==> config.mk <==
export PLATFORM = sky130hd
export DESIGN_NAME = start_banner_rect
export DESIGN_NICKNAME = d
export VERILOG_FILES = /design/src/rtl/start_banner_rect.sv
export SDC_FILE = /design/constraint.sdc
export NUM_CORES = 1
export LEC_CHECK = 0
export CAP_MARGIN = 20
export CELL_PAD_IN_SITES_DETAIL_PLACEMENT = 2
export CELL_PAD_IN_SITES_GLOBAL_PLACEMENT = 2
export CORE_ASPECT_RATIO = 1.5
export CORE_MARGIN = 8
export CORE_UTILIZATION = 30
export CTS_CLUSTER_DIAMETER = 150
export DETAILED_ROUTE_END_ITERATION = 7
export PLACE_DENSITY = 0.84
export SLEW_MARGIN = 10
export SYNTH_ARGS = -nofsm -noshare
export SYNTH_HDL_FRONTEND = slang
export SYNTH_SLANG_ARGS = --single-unit
==> constraint.sdc <==
create_clock -name clk -period 3.7 [get_ports clk]
set_input_delay 0.74 -clock clk [delete_from_list [all_inputs] [get_ports clk]]
set_output_delay 0.74 -clock clk [all_outputs]
set_load 0.01 [all_outputs]
==> src/rtl/start_banner_rect.sv <==
// Start-screen banner rectangle: slides up from below the screen, holds, then blinks.
// Outputs a registered inside flag and bitmap offsets one cycle after the scan pixel.
module start_banner_rect #(
  parameter int OBJECT_WIDTH_X = 64,
  parameter int OBJECT_HEIGHT_Y = 32,
  parameter int X_POS = 288,
  parameter int INIT_Y = 480,
  parameter int TARGET_Y = 200,
  parameter int SPEED = 4,
  parameter int BLINK_FRAMES = 30
) (
  input  logic        clk,
  input  logic        resetN,
  input  logic [10:0] pixelX,
  input  logic [10:0] pixelY,
  input  logic        startOfFrame,
  input  logic        enable,
  output logic        InsideRectangle,
  output logic [10:0] offsetX,
  output logic [10:0] offsetY,
  output logic [10:0] topLeftY,
  output logic        settled
);

  localparam logic [1:0] IDLE  = 2'd0;
  localparam logic [1:0] SLIDE = 2'd1;
  localparam logic [1:0] HOLD  = 2'd2;

  localparam int CW = (BLINK_FRAMES > 1) ? $clog2(BLINK_FRAMES) : 1;
  localparam logic [CW-1:0] CNT_LAST = CW'(BLINK_FRAMES - 1);
  localparam logic [CW-1:0] CNT_ZERO = {CW{1'b0}};
  localparam logic [CW-1:0] CNT_ONE  = CW'(1);

  localparam logic [10:0] INIT_Y11   = 11'(INIT_Y);
  localparam logic [10:0] TARGET_Y11 = 11'(TARGET_Y);
  localparam logic [11:0] TARGET_Y12 = 12'(TARGET_Y);
  localparam logic [11:0] SPEED12    = 12'(SPEED);
  localparam logic [11:0] X_LO12     = 12'(X_POS);
  localparam logic [11:0] X_HI12     = 12'(X_POS + OBJECT_WIDTH_X);
  localparam logic [11:0] HEIGHT12   = 12'(OBJECT_HEIGHT_Y);

  logic [1:0]    state_q, state_d;
  logic [10:0]   top_y_q, top_y_d;
  logic [CW-1:0] cnt_q, cnt_d;
  logic          visible_q, visible_d;
  logic          inside_q, inside_d;
  logic [10:0]   offset_x_q, offset_x_d;
  logic [10:0]   offset_y_q, offset_y_d;
  logic          settled_q, settled_d;

  logic [11:0] px12_s, py12_s, ty12_s, step12_s;
  logic        hit_s;

  // Banner motion and blink sequencing; dropping enable wins over everything.
  always_comb begin
    state_d   = state_q;
    top_y_d   = top_y_q;
    cnt_d     = cnt_q;
    visible_d = visible_q;
    step12_s  = {1'b0, top_y_q} - SPEED12;
    if (!enable) begin
      state_d   = IDLE;
      top_y_d   = INIT_Y11;
      cnt_d     = CNT_ZERO;
      visible_d = 1'b1;
    end else begin
      case (state_q)
        IDLE: begin
          state_d   = SLIDE;
          top_y_d   = INIT_Y11;
          cnt_d     = CNT_ZERO;
          visible_d = 1'b1;
        end
        SLIDE: begin
          visible_d = 1'b1;
          if (startOfFrame) begin
            // Compare before subtracting so a step past the target clamps cleanly.
            if ({1'b0, top_y_q} <= (TARGET_Y12 + SPEED12)) begin
              top_y_d = TARGET_Y11;
              state_d = HOLD;
            end else begin
              top_y_d = step12_s[10:0];
            end
          end else begin
            top_y_d = top_y_q;
          end
        end
        HOLD: begin
          top_y_d = TARGET_Y11;
          if (startOfFrame) begin
            if (cnt_q == CNT_LAST) begin
              cnt_d     = CNT_ZERO;
              visible_d = ~visible_q;
            end else begin
              cnt_d = cnt_q + CNT_ONE;
            end
          end else begin
            cnt_d = cnt_q;
          end
        end
        default: begin
          state_d   = IDLE;
          top_y_d   = INIT_Y11;
          cnt_d     = CNT_ZERO;
          visible_d = 1'b1;
        end
      endcase
    end
    settled_d = (state_d == HOLD);
  end

  // Pixel hit test against the current registered banner position.
  always_comb begin
    px12_s = {1'b0, pixelX};
    py12_s = {1'b0, pixelY};
    ty12_s = {1'b0, top_y_q};
    hit_s  = (px12_s >= X_LO12) && (px12_s < X_HI12) &&
             (py12_s >= ty12_s) && (py12_s < (ty12_s + HEIGHT12)) &&
             (state_q != IDLE) && visible_q;
    if (hit_s) begin
      inside_d   = 1'b1;
      offset_x_d = pixelX - X_LO12[10:0];
      offset_y_d = pixelY - top_y_q;
    end else begin
      inside_d   = 1'b0;
      offset_x_d = 11'd0;
      offset_y_d = 11'd0;
    end
  end

  // State and output registers.
  always_ff @(posedge clk or negedge resetN) begin
    if (!resetN) begin
      state_q    <= IDLE;
      top_y_q    <= INIT_Y11;
      cnt_q      <= CNT_ZERO;
      visible_q  <= 1'b1;
      inside_q   <= 1'b0;
      offset_x_q <= 11'd0;
      offset_y_q <= 11'd0;
      settled_q  <= 1'b0;
    end else begin
      state_q    <= state_d;
      top_y_q    <= top_y_d;
      cnt_q      <= cnt_d;
      visible_q  <= visible_d;
      inside_q   <= inside_d;
      offset_x_q <= offset_x_d;
      offset_y_q <= offset_y_d;
      settled_q  <= settled_d;
    end
  end

  assign InsideRectangle = inside_q;
  assign offsetX         = offset_x_q;
  assign offsetY         = offset_y_q;
  assign topLeftY        = top_y_q;
  assign settled         = settled_q;

endmodule

==> metrics.md <==
| Metric | Value |
|---|---|
| Outcome | finished clean |
| DRT antenna net count | 0 |
| GRT Util Overall | 0.151 |
| Dpl hpwl | 7330 µm |
| Worst hold path type | flop to flop |
| Number of diodes | 0 |
| Row cnt | 42 |
| Syn. warnings | 0 |
| Rel. slew slack | 0.370 |
| H-tree depth | 2 |
| Skew final | about 0.0024 ns |
| Share of layout cells above drive strength 1 | 0.0667 |
| Critical Path Slowest Stage Cell | dfstp_2 |
| Area of the multi-input gates | 1550 µm² |
| I/O pin count | 61 |
| Number of synthesized flops with an enable pin | 0 |
| CTS tree | yes |
| Minimum clock period | roughly 3.2 ns |
| Global-route wire length before repair | 15,000 µm |
| Crit Path Max Fanout | 18 |
| Worst-path cell chain | ha_1 > nand3_1 > xnor2_1 > ha_1 > a211o_1 > a211o_1 > o221a_1 > a221o_1 > buf_4 > nor3_2 |
| Drt drc | 0 |
| Worst setup SP type | flop |
| MaxCap Viol Count | 0 |
| Cell Pwr Density | 374 nW/µm² |
| Setup TNS | 0 ns |
| Vias in the first global route | around 2,900 |
| CTS Buf Count | 5 |
| Post_cts resized | 0 |
| Routed WL | 9220 µm |
| Post-synth top area share | 0.330 |
| Asr flop ratio synth | 1.00 |
| Synth Register Bits | a little over 40 |
| Syn avg cell area | between 9 and 10 µm² |
| Post-synthesis sequential area ratio | 0.378 |
| Crit path DAT | 3.40 ns |
| GPL Wtd Cong | 0.840 |
| Vias | about 2,500 |
| Worst-path clk slew | 0.06 ns |
| Die H | between 100 and 150 µm |
| Total core area | 8830 µm² |
| Final hold vios | 0 |
| Final critical-path share of the clock period | 0.862 |
| Total grt overflow | 0 |
| FF+latch area | 1030 µm² |
| Delay of the slowest critical-path stage | approximately 0.62 ns |
| Worst-Margin Slew | 0.945 ns |
| Dominant cells by area after synthesis | dfrtp_1 33%, ha_1 14%, dfstp_2 4.8% |
| Worst path required time | around 4 ns |
| Crit. End Element | flop |
| Pin count of the biggest net entering global routing | 42 |
| Unrepaired setup endpoints after global routing | false |
| Iteration-0 DRC Markers | 48 |
| Buf/Inv on CP | 1 |
| Die footprint | approximately 12,000 µm² |
| Chip width | 93.9 µm |
| Top_reg_cell synth | dfrtp_1 |
| CTS root buf | clkbuf_16 |
| Mapped Cells | around 300 |
| Cell area after synthesis | 2730 µm² |
| Post-CTS Setup Repair Bufs | 0 |
| Hold Buf Count CTS | 0 |
| Setup violators final | 0 |
| Layout fillers | 951 |
| Delay-heaviest family, CP | compound AO/OA/AOI/OAI gates |
| Vias per inst | ~5.3 |
| Most instantiated library cell after synthesis | dfrtp_1 |
| Clock sink count | 41 |
| Clock latency on the worst-skew pair | ~0.28 ns |
| Leading area contributor after synthesis | dfrtp_1 |
| Max Fclk | 0.314 GHz |
| Leakage | 0.00164 µW |
| WL per Instance | roughly 20 µm |
| Fin nets | approximately 420 |
| Slew Limit Fails | 0 |
| Max VDD drop | 0.234 mV |
| Commonest cells in the netlist | 36 x dfrtp_1, 31 x ha_1, 31 x nor2_1 |
| Clk buf depth | 2 |
| Initial Utilization | 0.309 |
| PortBufs | 58 |
| Initial antenna violation count | 0 |
| CP Class | flop to flop |
| Detailed Routing Iterations Pass 1 | 4 |
| Distinct cells, synth | 56 |
| Area growth syn-to-layout | 31.3% |
| Post-layout util | 0.406 |
[stage by stage]
| step | area [µm²] | instances | power (µW) | hold slack (ns) | setup WS [ns] |
|---|---|---|---|---|---|
| global route | 3580 | 470 | 1410 | 0.569 | 0.254 |
| global placement | 3410 | 462 | 822 | 0.478 | 0.517 |
| floorplan | 2740 | 301 | 703 | 0.444 | 0.843 |
| detailed placement | 3410 | 462 | 836 | 0.511 | 0.472 |
| CTS | 3580 | 470 | 1350 | 0.540 | 0.478 |
| finish | 3580 | 470 | 1340 | 0.531 | 0.511 |
[power by group]
| part | leakage [µW] | total [µW] | switching (µW) | internal, µW |
|---|---|---|---|---|
| Clock | 0.0000800 | 509 | 190 | 320 |
| Combinational | 0.00100 | 350 | 197 | 153 |
| Sequential | 0.000554 | 481 | 19.2 | 462 |
| Total | 0.00164 | 1340 | 405 | 935 |
[placed cells by master (no fill, tap or decap), drive strengths merged, types with 7 or more instances in the layout]
cell and count:
a21oi 15, nor3 9, nand4 7, nor2 31
ha 31, xnor2 9, clkdlybuf4s50 57, nand3 9
dfrtp 36, inv 27, o21ai 20, nand2 15
[layout make-up]
type | count | area share
repair buffers | 60 | 0.165
well taps | 110 | 0.0384
clock inverters | 3 | 0.0129
inverters | 27 | 0.0283
multi-input cells | 224 | 0.432
clock buffers | 5 | 0.0349
flip-flops and latches | 41 | 0.288
[worst register-to-register path, cell delays in order, from the launching register on]
cell	delay, ns
dfstp_2	0.62
ha_1	0.23
nand3_1	0.17
xnor2_1	0.18
ha_1	0.29
a211o_1	0.31
a211o_1	0.27
o221a_1	0.23
a221o_1	0.43
buf_4	0.23
nor3_2	0.16
[layer usage]
metal,track usage,wire [µm],part of all wire,vias up
li1,-,-,-,1177
met1,0.148,3320,0.36,1253
met2,0.295,5330,0.58,56
met3,0.0215,224,0.024,24
met4,0.0709,337,0.037,0
met5,0,0,0,-
[kinds of logic (layout without fill, tap and decap cells)]
logic type / after synthesis / in the layout / synth area share
DFF: 41 / 41 / 0.378
buffers and inverters: 36 / 95 / 0.0564
adders and majority gates: 31 / 31 / 0.142
xor gates and xnor gates: 11 / 11 / 0.0353
muxes: 1 / 1 / 0.00367
other: 2 / 4 / 0.00275
AOI/OAI and AO/OA: 76 / 76 / 0.186
and+or+nand+nor: 101 / 101 / 0.195
[final timing paths]
check / cells past startpoint / slack (ns) / endpoint / start
worst min-delay path: 1 / 0.53 / cnt_q[4] / cnt_q[4]
max in group asynchronous: 1 / 2.51 / offsetX[8] / resetN
min in group asynchronous: 1 / 0.60 / InsideRectangle / resetN
worst max register to register: 10 / 0.51 / offsetY[2] / topLeftY[6]
worst max-delay path: 10 / 0.51 / offsetY[2] / topLeftY[6]
worst min register to register: 1 / 0.53 / cnt_q[4] / cnt_q[4]
[registers in the layout, summed over array words and instances (netlist names)]
name and count:
settled 1, offsetX 11, topLeftY 9, visible_q 1, state_q 2, InsideRectangle 1
offsetY 11, cnt_q 5
Note: power is estimated with default switching activity, not from simulation.
